## src/rtl/vga_pkg.sv

```systemverilog
// Shared definitions for the bouncing-window VGA controller: run modes,
// background band palette (3-3-2) and the timing-total helper.
package vga_pkg;

    typedef enum logic [1:0] {
        MODE_BOUNCE = 2'd0,
        MODE_FREEZE = 2'd1,
        MODE_CENTRE = 2'd2,
        MODE_OFF    = 2'd3
    } mode_e;

    // red, green, blue, yellow, cyan, magenta, white, grey
    localparam logic [7:0] BAND_COLOR [8] = '{
        8'hE0, 8'h1C, 8'h03, 8'hFC, 8'h1F, 8'hE3, 8'hFF, 8'h92
    };

    function automatic int timing_total(input int sync_w, input int back_w,
                                        input int active_w, input int front_w);
        return sync_w + back_w + active_w + front_w;
    endfunction

endpackage

```

## src/rtl/vga_timing_gen.sv

```systemverilog
// Raster counters for one VGA mode: raw sync pulses, active flag, active-area
// offsets and the last-clock-of-frame strobe, all un-registered.
module vga_timing_gen
    import vga_pkg::*;
#(
    parameter int H_SYNC   = 96,
    parameter int H_BACK   = 48,
    parameter int H_ACTIVE = 640,
    parameter int H_FRONT  = 16,
    parameter int V_SYNC   = 2,
    parameter int V_BACK   = 33,
    parameter int V_ACTIVE = 480,
    parameter int V_FRONT  = 10,
    localparam int H_TOT   = timing_total(H_SYNC, H_BACK, H_ACTIVE, H_FRONT),
    localparam int V_TOT   = timing_total(V_SYNC, V_BACK, V_ACTIVE, V_FRONT),
    localparam int HW      = $clog2(H_TOT),
    localparam int VW      = $clog2(V_TOT),
    localparam int AHW     = $clog2(H_ACTIVE),
    localparam int AVW     = $clog2(V_ACTIVE)
) (
    input  logic           clk,
    input  logic           rst_n,
    output logic           o_hsync_raw,
    output logic           o_vsync_raw,
    output logic           o_de_raw,
    output logic [AHW-1:0] o_ah,
    output logic [AVW-1:0] o_av,
    output logic           o_frame_end
);

    localparam int H_START = H_SYNC + H_BACK;
    localparam int V_START = V_SYNC + V_BACK;

    logic [HW-1:0] r_cnt_h;
    logic [VW-1:0] r_cnt_v;
    logic          w_h_last;
    logic          w_v_last;
    logic          w_h_act;
    logic          w_v_act;

    assign w_h_last = (r_cnt_h == HW'(H_TOT - 1));
    assign w_v_last = (r_cnt_v == VW'(V_TOT - 1));

    always_ff @(posedge clk or negedge rst_n) begin
        if (!rst_n) begin
            r_cnt_h <= '0;
            r_cnt_v <= '0;
        end else if (w_h_last) begin
            r_cnt_h <= '0;
            r_cnt_v <= w_v_last ? '0 : r_cnt_v + VW'(1);
        end else begin
            r_cnt_h <= r_cnt_h + HW'(1);
        end
    end

    assign w_h_act = (r_cnt_h >= HW'(H_START)) && (r_cnt_h < HW'(H_START + H_ACTIVE));
    assign w_v_act = (r_cnt_v >= VW'(V_START)) && (r_cnt_v < VW'(V_START + V_ACTIVE));

    assign o_hsync_raw = (r_cnt_h < HW'(H_SYNC));
    assign o_vsync_raw = (r_cnt_v < VW'(V_SYNC));
    assign o_de_raw    = w_h_act && w_v_act;
    assign o_ah        = w_h_act ? AHW'(r_cnt_h - HW'(H_START)) : '0;
    assign o_av        = w_v_act ? AVW'(r_cnt_v - VW'(V_START)) : '0;
    assign o_frame_end = w_h_last && w_v_last;

endmodule

```

## src/rtl/vga_bounce_overlay.sv

```systemverilog
// VGA controller: colour-band background with an image window that bounces,
// freezes or centres once per frame; image pixels come from a fixed-latency port.
module vga_bounce_overlay
    import vga_pkg::*;
#(
    parameter int H_SYNC   = 96,
    parameter int H_BACK   = 48,
    parameter int H_ACTIVE = 640,
    parameter int H_FRONT  = 16,
    parameter int V_SYNC   = 2,
    parameter int V_BACK   = 33,
    parameter int V_ACTIVE = 480,
    parameter int V_FRONT  = 10,
    parameter int IMG_W    = 198,
    parameter int IMG_H    = 198,
    parameter int RGB_W    = 8,
    parameter int STEP     = 1,
    parameter int NUM_BARS = 3,
    parameter int RD_LAT   = 1,
    localparam int IMG_N   = IMG_W * IMG_H,
    localparam int AW      = $clog2(IMG_N)
) (
    input  logic             clk,
    input  logic             rst_n,
    input  logic [1:0]       mode_i,
    output logic             img_rd,
    output logic [AW-1:0]    img_addr,
    input  logic [RGB_W-1:0] img_data,
    output logic             hsync,
    output logic             vsync,
    output logic             de,
    output logic [RGB_W-1:0] rgb,
    output logic             frame_end
);

    localparam int XMAX   = H_ACTIVE - IMG_W;
    localparam int YMAX   = V_ACTIVE - IMG_H;
    localparam int XW     = $clog2(H_ACTIVE + 1);
    localparam int YW     = $clog2(V_ACTIVE + 1);
    localparam int AHW    = $clog2(H_ACTIVE);
    localparam int AVW    = $clog2(V_ACTIVE);
    localparam int BAND_H = V_ACTIVE / NUM_BARS;
    localparam int LAST   = RD_LAT - 1;

    logic           w_hs_raw, w_vs_raw, w_de_raw, w_frame_end;
    logic [AHW-1:0] w_ah;
    logic [AVW-1:0] w_av;

    vga_timing_gen #(
        .H_SYNC  (H_SYNC),  .H_BACK (H_BACK),  .H_ACTIVE(H_ACTIVE), .H_FRONT(H_FRONT),
        .V_SYNC  (V_SYNC),  .V_BACK (V_BACK),  .V_ACTIVE(V_ACTIVE), .V_FRONT(V_FRONT)
    ) u_timing (
        .clk        (clk),
        .rst_n      (rst_n),
        .o_hsync_raw(w_hs_raw),
        .o_vsync_raw(w_vs_raw),
        .o_de_raw   (w_de_raw),
        .o_ah       (w_ah),
        .o_av       (w_av),
        .o_frame_end(w_frame_end)
    );

    mode_e         r_mode;
    logic [XW-1:0] r_x, w_x_nxt;
    logic [YW-1:0] r_y, w_y_nxt;
    logic          r_neg_x, r_neg_y, w_neg_x_nxt, w_neg_y_nxt;

    // Position for the next frame, decided by the mode that governed this one
    always_comb begin
        w_x_nxt     = r_x;
        w_y_nxt     = r_y;
        w_neg_x_nxt = r_neg_x;
        w_neg_y_nxt = r_neg_y;
        case (r_mode)
            MODE_BOUNCE: begin
                if (!r_neg_x) begin
                    if (32'(r_x) + STEP > XMAX) begin
                        w_x_nxt     = XW'(XMAX);
                        w_neg_x_nxt = 1'b1;
                    end else begin
                        w_x_nxt = r_x + XW'(STEP);
                    end
                end else if (32'(r_x) < STEP) begin
                    w_x_nxt     = '0;
                    w_neg_x_nxt = 1'b0;
                end else begin
                    w_x_nxt = r_x - XW'(STEP);
                end
                if (!r_neg_y) begin
                    if (32'(r_y) + STEP > YMAX) begin
                        w_y_nxt     = YW'(YMAX);
                        w_neg_y_nxt = 1'b1;
                    end else begin
                        w_y_nxt = r_y + YW'(STEP);
                    end
                end else if (32'(r_y) < STEP) begin
                    w_y_nxt     = '0;
                    w_neg_y_nxt = 1'b0;
                end else begin
                    w_y_nxt = r_y - YW'(STEP);
                end
            end
            MODE_CENTRE: begin
                w_x_nxt     = XW'(XMAX / 2);
                w_y_nxt     = YW'(YMAX / 2);
                w_neg_x_nxt = 1'b0;
                w_neg_y_nxt = 1'b0;
            end
            default: ;
        endcase
    end

    always_ff @(posedge clk or negedge rst_n) begin
        if (!rst_n) begin
            r_mode  <= MODE_BOUNCE;
            r_x     <= '0;
            r_y     <= '0;
            r_neg_x <= 1'b0;
            r_neg_y <= 1'b0;
        end else if (w_frame_end) begin
            r_mode  <= mode_e'(mode_i);
            r_x     <= w_x_nxt;
            r_y     <= w_y_nxt;
            r_neg_x <= w_neg_x_nxt;
            r_neg_y <= w_neg_y_nxt;
        end
    end

    logic             w_hit;
    logic [RGB_W-1:0] w_band;
    logic [AW-1:0]    r_addr;

    assign w_hit = w_de_raw && (r_mode != MODE_OFF)
                && (32'(w_ah) >= 32'(r_x)) && (32'(w_ah) < 32'(r_x) + IMG_W)
                && (32'(w_av) >= 32'(r_y)) && (32'(w_av) < 32'(r_y) + IMG_H);

    // Lines below the last whole band stay black
    always_comb begin
        w_band = '0;
        if (32'(w_av) < NUM_BARS * BAND_H)
            w_band = RGB_W'(BAND_COLOR[3'(32'(w_av) / BAND_H)]);
    end

    always_ff @(posedge clk or negedge rst_n) begin
        if (!rst_n)
            r_addr <= '0;
        else if (w_frame_end)
            r_addr <= '0;
        else if (w_hit)
            r_addr <= (r_addr == AW'(IMG_N - 1)) ? '0 : r_addr + AW'(1);
    end

    assign img_rd    = w_hit;
    assign img_addr  = r_addr;
    assign frame_end = w_frame_end;

    logic [RD_LAT-1:0] r_hs_d, r_vs_d, r_de_d, r_hit_d;
    logic [RGB_W-1:0]  r_band_d [RD_LAT];

    // Delay line matching the image read latency
    always_ff @(posedge clk or negedge rst_n) begin
        if (!rst_n) begin
            r_hs_d   <= '0;
            r_vs_d   <= '0;
            r_de_d   <= '0;
            r_hit_d  <= '0;
            r_band_d <= '{default: '0};
        end else begin
            r_hs_d[0]   <= w_hs_raw;
            r_vs_d[0]   <= w_vs_raw;
            r_de_d[0]   <= w_de_raw;
            r_hit_d[0]  <= w_hit;
            r_band_d[0] <= w_band;
            for (int i = 1; i < RD_LAT; i++) begin
                r_hs_d[i]   <= r_hs_d[i-1];
                r_vs_d[i]   <= r_vs_d[i-1];
                r_de_d[i]   <= r_de_d[i-1];
                r_hit_d[i]  <= r_hit_d[i-1];
                r_band_d[i] <= r_band_d[i-1];
            end
        end
    end

    // Output stage: image pixel arrives in step with the delayed hit flag
    always_ff @(posedge clk or negedge rst_n) begin
        if (!rst_n) begin
            hsync <= 1'b0;
            vsync <= 1'b0;
            de    <= 1'b0;
            rgb   <= '0;
        end else begin
            hsync <= r_hs_d[LAST];
            vsync <= r_vs_d[LAST];
            de    <= r_de_d[LAST];
            rgb   <= r_hit_d[LAST] ? img_data : (r_de_d[LAST] ? r_band_d[LAST] : '0);
        end
    end

endmodule

```

## config.mk

```make
export PLATFORM = sky130hd
export DESIGN_NAME = vga_bounce_overlay
export DESIGN_NICKNAME = d
export VERILOG_FILES = /design/src/rtl/vga_pkg.sv /design/src/rtl/vga_timing_gen.sv /design/src/rtl/vga_bounce_overlay.sv
export SDC_FILE = /design/constraint.sdc
export NUM_CORES = 1
export LEC_CHECK = 0
export ABC_AREA = 1
export BUFFER_PORTS_ARGS = -buffer_cell sky130_fd_sc_hd__buf_2
export CAP_MARGIN = 20
export CORE_UTILIZATION = 50
export DETAILED_ROUTE_END_ITERATION = 7
export GPL_TIMING_DRIVEN = 0
export PLACE_DENSITY = 0.69
export SLEW_MARGIN = 0
export SYNTH_ARGS = -nofsm -noshare
export SYNTH_HDL_FRONTEND = slang
export SYNTH_HIERARCHICAL = 1
export SYNTH_SLANG_ARGS = --single-unit
export TNS_END_PERCENT = 20
```

## constraint.sdc

```tcl
create_clock -name clk -period 3.5 [get_ports clk]
set_clock_uncertainty 0.15 [all_clocks]
set_input_delay 0.7 -clock clk [delete_from_list [all_inputs] [get_ports clk]]
set_output_delay 0.7 -clock clk [all_outputs]
set_load 0.05 [all_outputs]
```

==> results <==
- The flow ran to the end, but the final reports show violations.
- The final reports fail on setup timing.
- The clock latency on the worst-skew pair is roughly 0.35 ns.
- Among all stages on the critical path, the largest delay is contributed by dfrtp_1.
- Setup slack on the critical path of the routed design comes to -0.264 ns.
- The post-synthesis cell type count is 47.
- The flop and latch count out of synthesis is 77.
- In this run the deepest clock path goes through 2 buffers.
- The measured slew at the worst slew-check pin is 1.13 ns.
- The number of nets produced by synthesis is 945.
- The number of buffers and inverters on the critical path is 2.
- The number of global-route vias before repair was 5,382.
- The weighted congestion reported at the end of routability-driven placement is between 0.8 and 0.9.
- For flop-to-flop paths, the worst setup slack is 0.28 ns.
- The core outline area is 12,200 um^2.
- The most common cell after layout, fill and taps aside is nand2_1.
- Input and output buffers added on the ports amount to 40.
- The per-cell via count in the routed design is 5.25.
- The highest achievable clock rate is 266 MHz.
- The worst pin sits at a relative slew slack of between 20% and 30%.
- The number of inserted diodes is 0.
- The top-level port count is 41.
- The largest stage delay on the critical path is 0.41 ns.
- Dividing the detail-routed wire length by the instance count gives 13.9 um.
- Setup repair after global routing could not meet its margin everywhere.
- Traced cell by cell, the critical path runs through buf_4 -> nand2_1 -> nand3_2 -> nand2_2 -> nand2_1 -> nand2_1 -> nand2_1 -> nor2_4 -> ha_1 -> nand2_1 -> nor2_1 -> a211oi_2 -> nand4_1 -> nand3_4 -> nor2_8 -> buf_12.
- The relative area change from synthesis to final layout is 21.1%.
- The type of the worst setup path is flop to output port.
- The clock tree synthesis step divided the H-tree into 3 levels.
- The Yosys step of the flow raised 6 warnings.
- In the synthesized netlist, the number of instances is just under 900.
- In the final layout, the share of cells above drive strength 1 is between 20% and 30%.
- Hold is met by about 0.11 ns.
- The data arrival time of the critical path is 2.91 ns.
- The first global-routing pass estimated 26.2 mm of wire.
- After detailed routing, the number of remaining DRC violations is 0.
- The part of the cycle the worst path needs is 108%.
- The floorplan die width is 114 um.
- Setup violations remaining at the end of the flow were counted as 1.
- The aggregate global-route resource usage is 25.4%.
- The cell area that synthesis handed to floorplanning was 6310 um^2.
- The cell with the most instances on the worst path is nand2_1.
- In this run the power density over the cells is approximately 240 nW/um^2.
- The tool flagged a number of max-cap violations equal to 0.
- The worst slack at placement is -0.678 ns.
- TritonCTS built the clock tree.
- After synthesis, flip-flops and latches occupy a little under a third of the total area.
- The total count of max-transition violations in the final report is 0.
- The pin count of the biggest net entering global routing is 54.
- The average footprint of a synthesized cell is between 7 and 8 um^2.
- The number of clock sinks seen by CTS is 77.
- The final critical-path required period is 3.76 ns.
- The initial detailed-routing violation count is 446.
- The final hold violation count came to 0.
- The effective utilization at floorplan is 51.9%.
- The count of nets left with antenna violations once routing finished came out at 0.
- After clock tree synthesis, the clock-pin slew on the worst setup and hold paths is around 0.07 ns.
- Of all flip-flops after synthesis, the portion carrying an async set or reset was between 90% and 100%.
- The number of CTS-inserted buffers is 9.
- The maximum ir drop on the vdd rail is approximately 180 uV.
- For this run, the detailed router's first-pass iteration total came to 5.
- The initialized floorplan defines 40 standard-cell rows.
- The kind of end point of the critical path is an output port.
- STA classifies the critical path startpoint as a flop.
- The clock tree root driver cell is clkbuf_16.
- The worst hold-check path type is primary input to async pin.
- The half-perimeter wire length of the detailed placement result is between 10 and 15 mm.
- Among cell families on the critical path, the largest total delay comes from simple AND/OR/NAND/NOR gates.
- Among all flip-flop cells after synthesis, the most frequent one is dfrtp_1.
- The number of vias after detailed routing is roughly 5,900.
- The die covers between 10,000 and 15,000 um^2.
- At the worst endpoint, the required time is 2.65 ns.
- Along the worst path, the maximum fanout reaches 8.
- The die span in y is 114 um.
- The number of enable flip-flop cells after synthesis is 0.
- The initial antenna violation count is 0.
- The leakage power summed over all cells is between 3 and 4 nW.
- In the final design database the tool counted between 1,000 and 1,500 nets.
- The total overflow left after global routing is 0.
- For this block, the routed nets add up to 15.7 mm of wire.
- Leaving out fill and tap cells, the most frequent cells in the layout are nand2_1 (179), inv_1 (92), nand3_1 (84).
-- stage by stage --
stage | util (%) | instances | setup TNS (ns) | instance area (um^2) | total power [W]
finish | 62.8 | 1125 | -0.264 | 7640 | 0.00183
global route | 62.8 | 1125 | -0.405 | 7640 | 0.00189
CTS | 61.6 | 1121 | -0.373 | 7490 | 0.00186
detailed placement | 55.5 | 1084 | -1.82 | 6750 | 0.000935
global placement | 55.3 | 1083 | -0.845 | 6720 | 0.000932
floorplan | - | 875 | 0 | 6310 | 0.000907
-- cells in the mapped netlist, drive strengths merged (4+ instances only) --
master	number	area [um^2]
clkbuf	5	18.8
nand3b	4	30.0
a21oi	38	201
dfrtp	77	1930
nand3	99	573
inv	110	413
o21ai	41	205
nand4	26	178
nor2	107	445
nand2	198	756
xor2	47	412
buf	16	105
nor3	21	121
ha	58	726
-- kinds of logic (layout without fill, tap and decap cells) --
kind of cell             Yosys count  after routing  share of synthesized area (%)
AO/OA/AOI/OAI                     99             99                           8.78
XOR/XNOR                          49             49                           6.80
adder cells (fa/ha/maj)           58             58                           11.5
buffers and inverters            132            213                           8.56
flip-flops                        77             77                           30.5
AND/OR/NAND/NOR                  460            461                           33.8
-- report_power, final --
group | total, W | internal (W) | switching, W
sequential | 0.000890 | 0.000890 | 0
clock | 0.000915 | 0.000498 | 0.000417
combinational | 0.0000276 | 0.00000780 | 0.0000198
total | 0.00183 | 0.00140 | 0.000437
-- worst register-to-register path, delay by kind of cell (launching register included) --
kind / cells / cell delay [ns]
simple gates: 6 / 1.34
buf+inv: 5 / 0.96
flops: 1 / 0.39
fa+ha+maj: 1 / 0.19
compound gates: 1 / 0.11
-- state kept, by name (all words and copies together) (netlist names) --
name              count
rgb                   8
r_mode                2
r_de_d                1
r_neg_y               1
r_hs_d                1
vsync                 1
de                    1
r_y                   9
hsync                 1
r_neg_x               1
u_timing/r_cnt_h     10
r_x                  10
r_vs_d                1
u_timing/r_cnt_v     10
img_addr             16
r_band_d              3
r_hit_d               1
-- metal layers --
metal	wire, um	GRT usage [%]
met4	176	6.41
met5	0	0
met1	7680	36.3
met3	708	4.50
met2	7090	39.7
-- what timing repair did --
item | CTS | global route
setup endpoints to repair | 27 | 21
cloned | 2 | 0
pin swaps | 37 | 25
hold buffers | 0 | 0
buffers inserted | 19 | 6
gates resized for setup | 78 | 36
-- path summary, 6_finish.rpt --
kind | cells after the start | end | start
hold / removal | 1 | u_timing/r_cnt_v[0] | rst_n
hold reg to reg | 0 | vsync | r_vs_d
min in group clk | 0 | vsync | r_vs_d
setup / recovery | 16 | img_rd | u_timing/r_cnt_v[0]
setup reg to reg | 13 | r_y[6] | u_timing/r_cnt_h[0]
max in group asynchronous | 2 | r_x[1] | rst_n
-- cell type report --
class                   count  area, um^2
multi-input cells         667        4220
well taps                 168         210
clock inverters             7        63.8
inverters                 111         420
flip-flops and latches     77        1940
repair buffers             67         448
fillers                  1105        4520
plain buffers              19         114
clock buffers               9         225
Note: power is estimated with default switching activity, not from simulation.
